`config.mk`:
```
export PLATFORM = sky130hd
export DESIGN_NAME = drive_ctrl_fsm
export DESIGN_NICKNAME = d
export VERILOG_FILES = /design/src/rtl/drive_ctrl_fsm.sv
export SDC_FILE = /design/constraint.sdc
export NUM_CORES = 1
export LEC_CHECK = 0
export ABC_AREA = 1
export BUFFER_PORTS_ARGS = -buffer_cell sky130_fd_sc_hd__buf_2
export CAP_MARGIN = 20
export CORE_UTILIZATION = 35
export DETAILED_ROUTE_END_ITERATION = 10
export GPL_ROUTABILITY_DRIVEN = 1
export PLACE_DENSITY_LB_ADDON = 0.15
export SLEW_MARGIN = 20
export SYNTH_ARGS = -nofsm -noshare
export SYNTH_HDL_FRONTEND = slang
export SYNTH_SLANG_ARGS = --single-unit
```
`constraint.sdc`:
```
create_clock -name clk -period 2.4 [get_ports clk]
set_input_delay 0.6 -clock clk [delete_from_list [all_inputs] [get_ports clk]]
set_output_delay 0.6 -clock clk [all_outputs]
set_load 0.01 [all_outputs]
```
`src/rtl/drive_ctrl_fsm.sv`:
```
// Dual H-bridge drive controller.
// One shared PWM period counter produces full, veer and reverse duty strobes.
// A seven-state machine sequences forward/veer driving, collision brake,
// timed reverse back-off, tone-commanded junction handling, timed pivot turns
// and a terminal halt. All H-bridge pins are registered, so they lag the
// state/counter by one clock.
module drive_ctrl_fsm #(
    parameter int CLK_FREQ_HZ     = 50_000_000,
    parameter int PWM_FREQ_HZ     = 80,
    parameter int FULL_DUTY_PCT   = 80,
    parameter int VEER_DUTY_PCT   = 40,
    parameter int REV_DUTY_PCT    = 60,
    parameter int MAX_DUTY_PCT    = 80,
    parameter int REV_MS          = 500,
    parameter int TURN_MS         = 400,
    parameter int JUNC_TIMEOUT_MS = 3000
) (
    input  logic       clk,
    input  logic       rstN,
    input  logic [1:0] dir,
    input  logic       colDetect,
    input  logic       junction,
    input  logic [4:0] tone,
    output logic       hbEnA,
    output logic       hbEnB,
    output logic       hbIn1,
    output logic       hbIn2,
    output logic       hbIn3,
    output logic       hbIn4,
    output logic [2:0] state
);

    // ------------------------------------------------------------------
    // Derived timing constants
    // ------------------------------------------------------------------
    localparam int PERIOD = CLK_FREQ_HZ / PWM_FREQ_HZ;
    localparam int MS_CYC = CLK_FREQ_HZ / 1000;

    // Every duty is limited to the bridge ceiling before conversion.
    localparam int FULL_C = (FULL_DUTY_PCT > MAX_DUTY_PCT) ? MAX_DUTY_PCT : FULL_DUTY_PCT;
    localparam int VEER_C = (VEER_DUTY_PCT > MAX_DUTY_PCT) ? MAX_DUTY_PCT : VEER_DUTY_PCT;
    localparam int REV_C  = (REV_DUTY_PCT  > MAX_DUTY_PCT) ? MAX_DUTY_PCT : REV_DUTY_PCT;

    localparam longint ON_FULL_L = (longint'(PERIOD) * FULL_C) / 100;
    localparam longint ON_VEER_L = (longint'(PERIOD) * VEER_C) / 100;
    localparam longint ON_REV_L  = (longint'(PERIOD) * REV_C)  / 100;

    // Counter is wide enough to hold PERIOD itself so a 100% on-count
    // still compares correctly.
    localparam int CW = (PERIOD > 1) ? $clog2(PERIOD + 1) : 1;

    localparam logic [CW-1:0] CNT_LAST = CW'(PERIOD - 1);
    localparam logic [CW-1:0] ON_FULL  = CW'(ON_FULL_L);
    localparam logic [CW-1:0] ON_VEER  = CW'(ON_VEER_L);
    localparam logic [CW-1:0] ON_REV   = CW'(ON_REV_L);

    localparam longint REV_CYC  = longint'(REV_MS)          * MS_CYC;
    localparam longint TURN_CYC = longint'(TURN_MS)         * MS_CYC;
    localparam longint JUNC_CYC = longint'(JUNC_TIMEOUT_MS) * MS_CYC;
    localparam longint MAX_A    = (REV_CYC > TURN_CYC) ? REV_CYC : TURN_CYC;
    localparam longint MAX_CYC  = (MAX_A > JUNC_CYC) ? MAX_A : JUNC_CYC;

    localparam int TW = (MAX_CYC > 0) ? $clog2(MAX_CYC + 1) : 1;

    // A timed state is left on the edge that ends its Nth cycle, i.e. when
    // the per-state timer shows N-1.
    localparam logic [TW-1:0] REV_LAST  = TW'(REV_CYC  - 1);
    localparam logic [TW-1:0] TURN_LAST = TW'(TURN_CYC - 1);
    localparam logic [TW-1:0] JUNC_LAST = TW'(JUNC_CYC - 1);

    // ------------------------------------------------------------------
    // State encoding (also driven out on the debug pins)
    // ------------------------------------------------------------------
    localparam logic [2:0] S_FWD    = 3'd0;
    localparam logic [2:0] S_COLL   = 3'd1;
    localparam logic [2:0] S_REV    = 3'd2;
    localparam logic [2:0] S_JUNC   = 3'd3;
    localparam logic [2:0] S_TURN_L = 3'd4;
    localparam logic [2:0] S_TURN_R = 3'd5;
    localparam logic [2:0] S_HALT   = 3'd6;

    // H-bridge direction words, ordered {In1, In2, In3, In4}.
    localparam logic [3:0] IN_BRAKE = 4'b0000;
    localparam logic [3:0] IN_FWD   = 4'b0110;  // A fwd, B fwd
    localparam logic [3:0] IN_REV   = 4'b1001;  // A rev, B rev
    localparam logic [3:0] IN_PIV_L = 4'b1010;  // A rev, B fwd
    localparam logic [3:0] IN_PIV_R = 4'b0101;  // A fwd, B rev

    logic [CW-1:0] cnt_q, cnt_d;
    logic [TW-1:0] timer_q, timer_d;
    logic [2:0]    state_q, state_d;
    logic          en_a_q, en_a_d;
    logic          en_b_q, en_b_d;
    logic [3:0]    in_q, in_d;

    logic full_pwm, veer_pwm, rev_pwm;
    logic rev_done, turn_done, junc_done;
    logic timed;

    // ------------------------------------------------------------------
    // Shared PWM period counter
    // ------------------------------------------------------------------
    assign cnt_d    = (cnt_q >= CNT_LAST) ? '0 : cnt_q + CW'(1);
    assign full_pwm = (cnt_q < ON_FULL);
    assign veer_pwm = (cnt_q < ON_VEER);
    assign rev_pwm  = (cnt_q < ON_REV);

    // Free-running period counter, restarted by reset.
    always_ff @(posedge clk or negedge rstN) begin
        if (!rstN) cnt_q <= '0;
        else       cnt_q <= cnt_d;
    end

    // ------------------------------------------------------------------
    // State timer
    // ------------------------------------------------------------------
    // >= rather than == so a corrupted timer still forces an exit.
    assign rev_done  = (timer_q >= REV_LAST);
    assign turn_done = (timer_q >= TURN_LAST);
    assign junc_done = (timer_q >= JUNC_LAST);

    assign timed = (state_q == S_REV) || (state_q == S_JUNC) ||
                   (state_q == S_TURN_L) || (state_q == S_TURN_R);

    // Any state change clears the timer; only timed states let it count.
    assign timer_d = (state_d != state_q) ? '0 :
                     timed                ? timer_q + TW'(1) : '0;

    // Shared per-state timer.
    always_ff @(posedge clk or negedge rstN) begin
        if (!rstN) timer_q <= '0;
        else       timer_q <= timer_d;
    end

    // ------------------------------------------------------------------
    // Next-state logic. Collision always wins over timer expiry and tones.
    // ------------------------------------------------------------------
    // Drive state transitions.
    always_comb begin
        state_d = state_q;
        case (state_q)
            S_FWD: begin
                if (colDetect)     state_d = S_COLL;
                else if (junction) state_d = S_JUNC;
            end
            S_COLL: begin
                if (!colDetect) state_d = S_REV;
            end
            S_REV: begin
                if (colDetect)     state_d = S_COLL;
                else if (rev_done) state_d = S_FWD;
            end
            S_JUNC: begin
                if (colDetect) begin
                    state_d = S_COLL;
                end else begin
                    // Only a clean single-band tone is a command.
                    case (tone)
                        5'b00001: state_d = S_HALT;
                        5'b00010: state_d = S_FWD;
                        5'b00100: state_d = S_TURN_L;
                        5'b01000: state_d = S_TURN_R;
                        5'b10000: state_d = S_REV;
                        default:  if (junc_done) state_d = S_HALT;
                    endcase
                end
            end
            S_TURN_L, S_TURN_R: begin
                if (colDetect)      state_d = S_COLL;
                else if (turn_done) state_d = S_FWD;
            end
            S_HALT: state_d = S_HALT;
            default: state_d = S_FWD;
        endcase
    end

    // State register.
    always_ff @(posedge clk or negedge rstN) begin
        if (!rstN) state_q <= S_FWD;
        else       state_q <= state_d;
    end

    // ------------------------------------------------------------------
    // Output decode from current state and PWM strobes
    // ------------------------------------------------------------------
    // H-bridge enable/direction decode; anything unlisted brakes.
    always_comb begin
        en_a_d = 1'b0;
        en_b_d = 1'b0;
        in_d   = IN_BRAKE;
        case (state_q)
            S_FWD: begin
                case (dir)
                    2'b00: begin en_a_d = full_pwm; en_b_d = full_pwm; in_d = IN_FWD; end
                    2'b01: begin en_a_d = veer_pwm; en_b_d = full_pwm; in_d = IN_FWD; end
                    2'b10: begin en_a_d = full_pwm; en_b_d = veer_pwm; in_d = IN_FWD; end
                    default: begin en_a_d = 1'b0; en_b_d = 1'b0; in_d = IN_BRAKE; end
                endcase
            end
            S_REV: begin
                en_a_d = rev_pwm;
                en_b_d = rev_pwm;
                in_d   = IN_REV;
            end
            S_TURN_L: begin
                en_a_d = rev_pwm;
                en_b_d = rev_pwm;
                in_d   = IN_PIV_L;
            end
            S_TURN_R: begin
                en_a_d = rev_pwm;
                en_b_d = rev_pwm;
                in_d   = IN_PIV_R;
            end
            default: begin
                en_a_d = 1'b0;
                en_b_d = 1'b0;
                in_d   = IN_BRAKE;
            end
        endcase
    end

    // Registered H-bridge pins; reset drops them all immediately.
    always_ff @(posedge clk or negedge rstN) begin
        if (!rstN) begin
            en_a_q <= 1'b0;
            en_b_q <= 1'b0;
            in_q   <= IN_BRAKE;
        end else begin
            en_a_q <= en_a_d;
            en_b_q <= en_b_d;
            in_q   <= in_d;
        end
    end

    assign hbEnA = en_a_q;
    assign hbEnB = en_b_q;
    assign hbIn1 = in_q[3];
    assign hbIn2 = in_q[2];
    assign hbIn3 = in_q[1];
    assign hbIn4 = in_q[0];
    assign state = state_q;

endmodule

```
Yosys cells after proc, flatten, opt, wreduce, memory -nomap -nowiden
Cells that the tools add are included.

operators by class
  $lt $le $gt $ge = 7
  add/subtract/negate cells = 2
  multiplexer cells = 20
  equal/unequal tests = 14
  reductions and logical operators = 10

operator list
  cell                   count
  $ge 28x25->1 const B   2
  $mux 28                2
  $lt 20x19->1 const B   2
  $mux 3                 10
  $add 28x1->28 const B  1
  $ge 28x28->1 const B   1
  $add 20x1->20 const B  1
  $ge 20x20->1 const B   1
  $lt 20x18->1 const B   1
  $mux 20                1
  $pmux 3 s6             1
  $pmux 4 s4             1
  $pmux 3 s5             1
  $eq 3x3->1 const B     3
  $pmux 1 s2             4
  $eq 3x2->1 const B     2
  $reduce_or 2->1        3
  $reduce_or 3->1        2
  $eq 5x1->1 const B     1
  $eq 5x2->1 const B     1
  $eq 5x3->1 const B     1
  $eq 5x4->1 const B     1
  $eq 5x5->1 const B     1
  $eq 3x1->1 const B     1
  6 further kinds        8

storage, ports and cells
  register bits after elaboration = 57
  output and inout bits = 9
  logic and storage cells = 59

Depth between registers and ports, before layout
Gate-level depths: netlist (run 1).

  word-level depth = 7
  gate-level depth with buffers = 15

Least setup slack after synthesis (run 1)
Ideal clock, no wire load.

  kind = input port to flip-flop
  from = in tone[3]
  to = reg timer_q[18]
  slack = 0.519 ns
  data required time = 2.274 ns
  arrival = 1.755 ns
  buffers on the path = 1
  stages = 13
  library setup time = 0.126 ns
  cell sequence = nor2_2 > nor2_1 > nand2_1 > nand3_2 > nor2_1 > nand3_2 > nand2_2 > inv_2 > nor2_2 > nand2_4 > nand2_4 > buf_6 > nor3_2

on the way
  cells in the longest elaborated chain, start to end = 6
  elaborated cells on any way between the ends = 10

ends and longest elaborated chain
  element                                   line  RTL
  from (decl)                               23    input logic [4:0] tone,
  $eq 5x5->1, or another cell as far along  158   case (tone)
  $pmux 3 s5 (*)                            158
  $mux 3 (*)                                154   if (colDetect) begin
  $pmux 3 s6 (*)                            141   case (state_q)
  $ne 3x3->1 (*)                            126   assign timer_d = (state_d != state_q) ? '0 :
  $mux 28 (*)                               126
  via timer_d[18]                           90    logic [TW-1:0] timer_q, timer_d;
  to (signal assigned)                      132   else timer_q <= timer_d;
  to (decl)                                 90

Mark *: on every way through the listed nets, which the timed path passes. The rest lies on a longest branch.

Final worst setup path (run 1)
  from = reg timer_q[0]
  to = reg timer_q[0]

on the way
  cells in the longest elaborated chain, start to end = 7
  elaborated cells on any way between the ends = 15

ends and longest elaborated chain
  element         line  RTL
  $ge 28x28->1    120   assign junc_done = (timer_q >= JUNC_LAST);
  $mux 3          164   default: if (junc_done) state_d = S_HALT;
  $pmux 3 s5      158
  $mux 3          154
  $pmux 3 s6      141
  $ne 3x3->1      126
  $mux 28 (*)     126
  via timer_d[0]  90

Marked as above.

==> flow_summary_export.csv, run 1 <==
group,metric,value,unit
setup_path,worst_setup_path_start_kind,"flop",
cells_and_area,layout-drive-gt1-share,18.0,%
logic_synthesis,synth_simple_gate_area_share,41.9,%
clocking,ctsHoldBuffers,0,
logic_synthesis,synth_fp_nets,542,
route,viasPerCell,4.96,
sta,max_freq,0.491,GHz
sta,maxSlewViolCount,0,
logic_synthesis,synth_top_area_share,36.7,%
place,post_dp_cell_area,4140,sq um
logic_synthesis,synth_xor_area_share,5.41,%
cells_and_area,layout.cells.non_filler,697,
power_and_ir_drop,p_leak,1.91,nW
floorplan,initial_core_util,35.8,%
clocking,insertion_delay,0.34,ns
route,ant_nets,0,
place,dpl_worst_slack,0.240,ns
sta,whs,0.258,ns
logic_synthesis,synth_cell_type_count,40,
logic_synthesis,yosys.area.top_type,"dfrtp_1",
logic_synthesis,synth_adder_area_share,0.644,%
grt,antenna_found_initial,0,
grt,globalRouteTotalUtil,17.9,%
cells_and_area,synthToLayoutAreaGrowth,12.0,%
route,vias,3454,
place,portBuffers,19,
grt,grt_pass1_vias,3435,
clocking,cts_max_level,3,
place,gp_congestion,0.915,
route,drt_wl_total,9.28,mm
logic_synthesis,synth_top_family_by_area,"simple AND/OR/NAND/NOR gates",
sta,rsz0062_at_grt,"no",
clocking,path_clk_slew,0.07,ns
clocking,cts_tree,"done",
floorplan,die_w,107,microns
clocking,cts_root_buf,"clkbuf_8",
outcome,outcome,"completed",
logic_synthesis,muxShareOfSynthArea,0,%
setup_path,cp_max_fo,27,
logic_synthesis,synthFlopType,"dfrtp_1",
floorplan,row_count,38,
grt,grt_max_degree,36,
sta,max_slew.worst_pin.slew,0.642,ns
clocking,numCtsBuffers,9,
logic_synthesis,synth_cells,529,
logic_synthesis,ys_warn_count,0,
logic_synthesis,syn-mean-instance-area,7.35,sq um
route,wl_per_cell,13.3,microns
logic_synthesis,ys_seq_area_share,36.7,%
clocking,cts_max_path_buffers,2,
logic_synthesis,synth_area_leaders,"dfrtp_1 (37%), nand2_1 (11%), nor2_1 (7.0%)",
min_path,hp-class,"in -> async",
sta,slew-limit-headroom,57.2,%
grt,grt_pass1_wl,16.2,mm
sta,finalCritPeriodShare,84.9,%
cells_and_area,diodes,0,
floorplan,die_h,107,microns
floorplan,ios,20,
setup_path,path_class,"reg -> reg",
power_and_ir_drop,ir_drop,453,uV
logic_synthesis,netlist_top_cells_count,"nand2_1 (113), nor2_1 (72), dfrtp_1 (57), inv_1 (57), nand3_1 (35)",
cells_and_area,final_area,4350,sq um
place,dpl.hpwl,6.88,mm
floorplan,core,10800,sq um
sta,hold_violations,0,
sta,finalSetupViolCount,0,
place,dp.cells,682,
route,first_pass_iters,5,
sta,final.setup_skew,0.0109,ns
setup_path,crit_required,2.61,ns
clocking,ctsResizeCount,0,
flow_run,max_cap_viol_count,0,
sta,fin_ws,0.362,ns
route,route.detailed.drc,0,
logic_synthesis,syn_area,3890,sq um
setup_path,end_kind,"flop",
route,drt_iter0_markers,127,
logic_synthesis,synth-compound-area-share,6.34,%
setup_path,worstPathArrival,2.25,ns
clocking,postCtsSetupBuffers,0,
clocking,clock-sinks,57,
grt,overflow,0,
sta,period_needed,2.04,ns
logic_synthesis,synth_seq_cells,57,
logic_synthesis,synth-async-reset-ratio,100,%
logic_synthesis,synth_edf_count,0,
sta,setup_tns,0,ns
logic_synthesis,yosysMostFrequentCell,"nand2_1",
power_and_ir_drop,power.density,676,nW/um^2
cells_and_area,final_nets,566,
floorplan,dieArea,11500,sq um
logic make-up (layout without fill, tap and decap cells):
| group | after synthesis | in the layout |
|---|---|---|
| flops | 57 | 57 |
| xor+xnor | 24 | 24 |
| buf+inv | 81 | 109 |
| simple gates | 325 | 325 |
| fa+ha+maj | 2 | 2 |
| compound gates | 40 | 40 |
sequential cells by signal, indices dropped and copies added, names as in the netlist:
name,count
cnt_q,20
in_q,4
timer_q,28
hbEnA,1
hbEnB,1
state,3
metal layers:
metal | wire, microns | track usage [%] | vias to the layer above
li1 | - | - | 1780
met1 | 4410 | 23.3 | 1614
met2 | 4500 | 29.7 | 46
met3 | 217 | 3.15 | 14
met4 | 153 | 6.26 | 0
met5 | 0 | 0 | -
through the flow:
step | utilization (%) | power, mW
after global placement | 38.2 | 1.96
after CTS | 40.2 | 2.98
after detailed placement | 38.2 | 1.97
after floorplan | - | 1.72
after global routing | 40.2 | 3.12
final | 40.2 | 2.94
final timing paths:
check	startpoint	to	slack (ns)	depth (start not counted)
min reg2reg	cnt_q[0]$_DFF_PN0_	cnt_q[0]$_DFF_PN0_	0.46	1
min	rstN	cnt_q[12]$_DFF_PN0_	0.26	1
max reg2reg	timer_q[0]$_DFF_PN0_	timer_q[0]$_DFF_PN0_	0.36	13
min in group clk	cnt_q[0]$_DFF_PN0_	cnt_q[0]$_DFF_PN0_	0.46	1
max	timer_q[0]$_DFF_PN0_	timer_q[0]$_DFF_PN0_	0.36	13
max in group asynchronous	rstN	in_q[3]$_DFF_PN0_	1.55	2
worst max-delay path, stage by stage, from the launching register on:
cell,delay (ns)
dfrtp_1,0.38
ha_1,0.21
nand2_2,0.08
nor2_4,0.13
nand2_2,0.12
nand3_1,0.10
nand3_1,0.13
nand3_1,0.11
nand2_1,0.08
nor2_2,0.17
nand2_4,0.06
nand2_4,0.07
buf_12,0.20
nor3_1,0.07
cell type report:
| class | instances | area (sq um) |
|---|---|---|
| multi-input cells | 391 | 2110 |
| repair buffers | 24 | 170 |
| inverters | 70 | 263 |
| well taps | 140 | 175 |
| fillers | 1145 | 6490 |
| flip-flops and latches | 57 | 1430 |
| clock inverters | 3 | 65.1 |
| clock buffers | 12 | 145 |
cells in the final DEF (no fill, tap or decap), types with 4 or more instances in the layout:
master / netlist / routed
xnor2_1: 6 / 6
dfrtp_1: 57 / 57
nor3_1: 34 / 34
clkbuf_8: 0 / 10
o31ai_1: 4 / 4
inv_1: 57 / 57
nand4_1: 14 / 14
nand3_1: 35 / 35
o21ai_0: 14 / 14
nor2_2: 8 / 8
a21oi_1: 6 / 6
a31oi_1: 4 / 4
nand3_2: 8 / 8
xor2_1: 18 / 18
buf_2: 2 / 19
nand2_1: 113 / 113
inv_2: 10 / 10
nor2_1: 72 / 72
nor3_2: 21 / 21
nand2_2: 7 / 7
where the power goes:
part,internal [mW],switching [mW],total [mW]
clock network,0.607,0.389,0.996
logic,0.281,0.567,0.848
registers,1.03,0.0658,1.10
total,1.92,1.02,2.94
(Power assumes the default switching activity.)
==> inputs of run 2 (changes only) <==
- clock period: 2.4 -> 2 ns (I/O delays scaled with it)
==> run 2 against run 1 <==
Effect of this change: sequential share of layout area is 2.4 points lower; via count up 4.8%; register-to-register slack worse by 0.31 ns; critical path type unchanged; clock power is 7% higher; largest power group is now combinational cells; critical endpoint is now timer_q[3]$_DFF_PN0_; combinational power is 76% higher; sequential cell count is the same.
==> flow_summary_export.csv, run 2 (synthesized netlist as in run 1, its figures left out) <==
group,metric,value,unit
min_path,hp-class,"in -> async",
sta,finalCritPeriodShare,97.2,%
setup_path,reg2reg_from,"timer_q[1]$_DFF_PN0_",
sta,fin_ws,0.0556,ns
cells_and_area,layout-drive-gt1-share,26.6,%
cells_and_area,final_area,4740,sq um
cells_and_area,layout.cells.most_common,"nand2_1",
grt,antenna_found_initial,0,
grt,overflow,0,
setup_path,crit_chain,"ha_4, nand2_2, nor2_4, nand3_2, nand2_2, nand3_4, nand3_2, nand2_4, inv_2, nor2_4, nand2_4, nand2_8, clkbuf_16, nor3_1",
setup_path,worstPathArrival,2.22,ns
sta,max_slew.worst_pin.slew,0.507,ns
floorplan,die_h,107,microns
route,vias,3620,
sta,whs,0.108,ns
route,wl_per_cell,14.4,microns
clocking,cts_max_path_buffers,2,
place,dpl.hpwl,7.50,mm
cells_and_area,synthToLayoutAreaGrowth,21.9,%
sta,slew-limit-headroom,66.2,%
sta,rsz0062_at_grt,"yes",
floorplan,ios,20,
setup_path,end_kind,"flop",
route,drt_wl_total,10.4,mm
setup_path,critPathBufInv,2,
sta,final.setup_skew,0.00814,ns
sta,period_needed,1.94,ns
outcome,outcome,"completed",
clocking,insertion_delay,0.35,ns
power_and_ir_drop,ir_drop,534,uV
cells_and_area,final_nets,591,
setup_path,slowest_delay,0.40,ns
sta,maxSlewViolCount,0,
floorplan,core,10800,sq um
setup_path,path_class,"reg -> reg",
floorplan,initial_core_util,35.8,%
clocking,clock-sinks,57,
clocking,ctsHoldBuffers,0,
clocking,cts_tree,"done",
setup_path,critical_path.slowest_cell,"dfrtp_1",
place,dpl_worst_slack,-0.0233,ns
cells_and_area,top_register,"timer_q",
route,first_pass_iters,4,
sta,hold_violations,0,
power_and_ir_drop,finalPower,3.88,mW
clocking,path_clk_slew,0.07,ns
route,route.detailed.drc,0,
clocking,cts_max_level,3,
setup_path,critPathTopFamily,"simple AND/OR/NAND/NOR gates",
sta,finalSetupViolCount,0,
route,viasPerCell,5.01,
sta,max_freq,0.514,GHz
route,drt_iter0_markers,234,
grt,grt_max_degree,39,
grt,grt_pass1_vias,3514,
cells_and_area,mostFrequentLayoutCells,"nand2_1 (107), nor2_1 (67), inv_1 (55)",
setup_path,cp_max_fo,7,
flow_run,max_cap_viol_count,0,
setup_path,crit_required,2.27,ns
place,portBuffers,19,
cells_and_area,diodes,0,
floorplan,dieArea,11500,sq um
grt,globalRouteTotalUtil,18.8,%
place,gp_congestion,0.877,
route,ant_nets,0,
floorplan,row_count,38,
place,post_dp_cell_area,4290,sq um
floorplan,die_w,107,microns
cells_and_area,largest_reg_flops,28,
grt,grt_pass1_wl,16.6,mm
cells_and_area,reg_top3,"timer_q x28, cnt_q x20, in_q x4",
setup_path,critPathLaunch,"timer_q[1]$_DFF_PN0_",
clocking,cts_root_buf,"clkbuf_8",
setup_path,worst_setup_path_start_kind,"flop",
clocking,numCtsBuffers,9,
power_and_ir_drop,p_leak,2.08,nW
power_and_ir_drop,power.density,820,nW/um^2
sta,setup_tns,0,ns
==> run 2: cell count changes in the layout (fill, tap and decap cells not counted), sizes merged <==
cell,before,now
clkbuf,12,14
clkinvlp,0,1
buf,24,46
bufinv,2,1
clkinv,4,6
==> run 2: stage by stage <==
| step | utilization [%] | instances |
|---|---|---|
| 5_1_grt | 43.7 | 723 |
| 3_3_place_gp | 39.6 | 698 |
| 2_1_floorplan | - | 529 |
| 6_report | 43.7 | 723 |
| 3_5_place_dp | 39.6 | 698 |
| 4_1_cts | 41.3 | 714 |
==> run 2: final timing paths <==
path / to / slack, ns / depth (start not counted)
max: timer_q[3]$_DFF_PN0_ / 0.06 / 14
min: timer_q[4]$_DFF_PN0_ / 0.11 / 1
max reg2reg: timer_q[3]$_DFF_PN0_ / 0.06 / 14
min reg2reg: cnt_q[0]$_DFF_PN0_ / 0.46 / 1
max in group asynchronous: timer_q[20]$_DFF_PN0_ / 1.29 / 2
min in group clk: hbEnB$_DFF_PN0_ / 0.42 / 4
==> run 2: layout make-up <==
cell class | count | area, sq um
Tap cell | 140 | 175
Inverter | 70 | 263
Clock inverter | 5 | 56.3
Clock buffer | 11 | 131
Multi-Input combinational cell | 391 | 2240
Sequential cell | 57 | 1440
Fill cell | 1122 | 6100
Timing Repair Buffer | 49 | 439
==> run 2: routing by layer <==
metal,track usage [%],wire length [microns],vias to the layer above,share of wire (%)
met5,0,0,-,0
met4,7.34,190,0,1.8
met3,4.06,330,15,3.2
met2,31.1,5060,62,49
met1,23.8,4830,1724,46
li1,-,-,1819,-
==> run 2: what timing repair did <==
item / 4_1_cts / 5_1_grt
setup endpoints to repair: 0 / 29
buffers inserted: 0 / 5
gates resized for setup: 0 / 39
==> run 2: report_power, final <==
group	internal, mW	total [mW]	switching (mW)
registers	1.24	1.33	0.0835
clock network	0.573	1.07	0.492
logic	0.633	1.49	0.858
total	2.45	3.88	1.43
==> inputs of run 3 (changes only) <==
- ABC_AREA: 1 -> 0
- CORE_UTILIZATION: 35 -> 54
==> run 3 against run 2 <==
Effect of this change: the flow now finishes with violations (setup timing); sequential power decreased by 5%; routed wire length about the same; register-to-register slack got worse by 0.54 ns; critical path depth decreased by 6; area after synthesis is 13% lower; clock-buffer cell count is the same; core utilization increased by 38 points; synthesized cell count shrank 27%; clock power grew 10%; hold slack got worse by 0.051 ns; largest cell class unchanged.
==> flow_summary_export.csv, run 3 <==
group,metric,value,unit
setup_path,crit_required,2.19,ns
place,dpl_worst_slack,-0.401,ns
floorplan,die_h,81.3,microns
clocking,cts_max_level,3,
logic_synthesis,synth_simple_gate_area_share,29.9,%
clocking,numCtsBuffers,9,
logic_synthesis,yosysMostFrequentCell,"dfrtp_1",
cells_and_area,post-route-util,81.4,%
power_and_ir_drop,p_leak,2.10,nW
setup_path,r2r_cells,8,
cells_and_area,synthToLayoutAreaGrowth,43.8,%
clocking,cts_max_path_buffers,2,
clocking,insertion_delay,0.34,ns
setup_path,critPathTopFamily,"simple AND/OR/NAND/NOR gates",
route,drt_wl_total,10.4,mm
clocking,cts_tree,"done",
place,post_dp_cell_area,4170,sq um
clocking,cts_root_buf,"clkbuf_8",
logic_synthesis,synth_seq_cells,57,
sta,max_slew.worst_pin.slew,0.492,ns
floorplan,ios,20,
logic_synthesis,netlist_top_cells_count,"dfrtp_1 (57), nor2_1 (45), nor4_1 (34)",
logic_synthesis,synth_adder_area_share,0.737,%
route,ant_nets,0,
sta,final.setup_skew,0.0170,ns
sta,finalCritPeriodShare,124,%
setup_path,worst_setup_path_start_kind,"flop",
logic_synthesis,synthFlopType,"dfrtp_1",
logic_synthesis,syn_area,3390,sq um
clocking,path_clk_slew,0.08,ns
logic_synthesis,synth-async-reset-ratio,100,%
logic_synthesis,yosys.area.top_type,"dfrtp_1",
sta,finalSetupViolCount,30,
sta,setup_tns,-12.66,ns
place,portBuffers,19,
route,viasPerCell,6.10,
cells_and_area,layout-drive-gt1-share,36.2,%
sta,whs,0.0578,ns
cells_and_area,top_register,"timer_q",
flow_run,max_cap_viol_count,0,
route,wl_per_cell,18.2,microns
route,first_pass_iters,5,
floorplan,die_w,81.3,microns
logic_synthesis,ys_warn_count,0,
route,route.detailed.drc,0,
route,drt_iter0_markers,245,
grt,grt_pass1_wl,14.0,mm
logic_synthesis,synth_top_family_by_area,"simple AND/OR/NAND/NOR gates",
cells_and_area,final_area,4880,sq um
cells_and_area,reg_top3,"timer_q x28, cnt_q x20, in_q x4",
min_path,hp-class,"in -> async",
setup_path,slowest_delay,0.57,ns
floorplan,initial_core_util,56.6,%
outcome,outcome,"finished, violations left",
cells_and_area,diodes,0,
cells_and_area,largest_reg_flops,28,
setup_path,cp_max_fo,14,
setup_path,path_class,"reg -> reg",
sta,maxSlewViolCount,0,
sta,hold_violations,0,
logic_synthesis,synth_fp_nets,398,
place,dp.cells,542,
setup_path,crit_chain,"or4_4, nor3_2, and3_4, nor4_4, buf_4, nor4_4, buf_6, nor4_1",
sta,slew-limit-headroom,66.8,%
setup_path,critPathBufInv,2,
cells_and_area,layout.cells.most_common,"buf_4",
logic_synthesis,ys_seq_area_share,42.0,%
sta,rsz0062_at_grt,"yes",
cells_and_area,layout.cells.non_filler,572,
grt,antenna_found_initial,0,
logic_synthesis,muxShareOfSynthArea,0,%
grt,grt_pass1_vias,3158,
grt,overflow,0,
setup_path,worstPathArrival,2.68,ns
logic_synthesis,synth_area_leaders,"dfrtp_1 (42%), xnor2_1 (6.5%), nor4_1 (6.3%)",
floorplan,dieArea,6600,sq um
route,vias,3492,
logic_synthesis,synth-compound-area-share,10.7,%
grt,grt_max_degree,44,
cells_and_area,final_nets,505,
logic_synthesis,syn-mean-instance-area,8.81,sq um
logic_synthesis,synth_top_area_share,42.0,%
sta,max_freq,0.403,GHz
power_and_ir_drop,power.density,815,nW/um^2
setup_path,critical_path.slowest_cell,"or4_4",
sta,fin_ws,-0.482,ns
grt,globalRouteTotalUtil,28.0,%
power_and_ir_drop,ir_drop,714,uV
sta,period_needed,2.48,ns
floorplan,core,5990,sq um
floorplan,row_count,28,
clocking,ctsHoldBuffers,0,
outcome,violations,"setup timing",
clocking,clock-sinks,57,
logic_synthesis,synth_xor_area_share,11.9,%
logic_synthesis,synth_cell_type_count,47,
setup_path,crit_top_cell,"nor4_4",
power_and_ir_drop,finalPower,3.97,mW
place,dpl.hpwl,6.11,mm
logic_synthesis,synth_cells,385,
setup_path,end_kind,"flop",
cells_and_area,mostFrequentLayoutCells,"buf_4 (92), dfrtp_1 (57), nor2_1 (43)",
setup_path,crit_cells,8,
place,gp_congestion,0.906,
logic_synthesis,synth_edf_count,0,
[run 3: changes by cell type in the layout (fill, tap and decap cells not counted), moves of 17 or more]
cell     before  now
nor2_1       67   43
nand3_1      33   16
buf_4        21   92
nand2_1     107   28
nor3_2       25    1
inv_1        55   12
xnor2_1       6   25
[run 3: metal layers]
layer / part of all wire [%] / up-vias / global-route usage (%)
met5: 0 / - / 0
met1: 41 / 1681 / 32.9
met3: 5.3 / 47 / 5.39
li1: - / 1609 / -
met2: 50 / 155 / 49.3
met4: 4.1 / 0 / 12.1
[run 3: what timing repair did]
item,CTS,global route
gates cloned,0,4
buffers inserted,3,9
hold endpoints to repair,0,0
pin swaps,1,18
gates resized for setup,17,44
setup endpoints to repair,49,31
[run 3: logic make-up after synthesis]
logic type / after synthesis
AOI/OAI and AO/OA: 50
and+or+nand+nor: 192
DFF: 57
buffers and inverters: 38
adders and majority gates: 2
xor gates and xnor gates: 46
[run 3: worst register-to-register path, stage by stage (launching register included)]
cell	delay, ns
dfrtp_1	0.39
or4_4	0.57
nor3_2	0.26
and3_4	0.28
nor4_4	0.04
buf_4	0.17
nor4_4	0.29
buf_6	0.25
nor4_1	0.10
[run 3: area by class of cell]
class                           instances  area, sq um
Clock buffer                           11          131
Fill cell                             347         1110
Sequential cell                        57         1430
Timing Repair Buffer                  122          955
Clock inverter                          5         80.1
Tap cell                               75         93.8
Multi-Input combinational cell        290         2150
Inverter                               12         45.0
[run 3: worst paths after layout]
kind	from	end	slack [ns]
min in group clk	dir[1]	hbEnB$_DFF_PN0_	0.42
min reg2reg	cnt_q[19]$_DFF_PN0_	cnt_q[18]$_DFF_PN0_	0.52
max reg2reg	timer_q[17]$_DFF_PN0_	timer_q[15]$_DFF_PN0_	-0.48
max in group asynchronous	rstN	cnt_q[15]$_DFF_PN0_	1.39
max	timer_q[17]$_DFF_PN0_	timer_q[15]$_DFF_PN0_	-0.48
min	rstN	timer_q[21]$_DFF_PN0_	0.06
[run 3: where the power goes]
group,leakage [nW],switching [mW],internal (mW)
clock,0.0995,0.478,0.700
combinational,1.23,0.922,0.615
sequential,0.772,0.0360,1.22
total,2.10,1.44,2.54
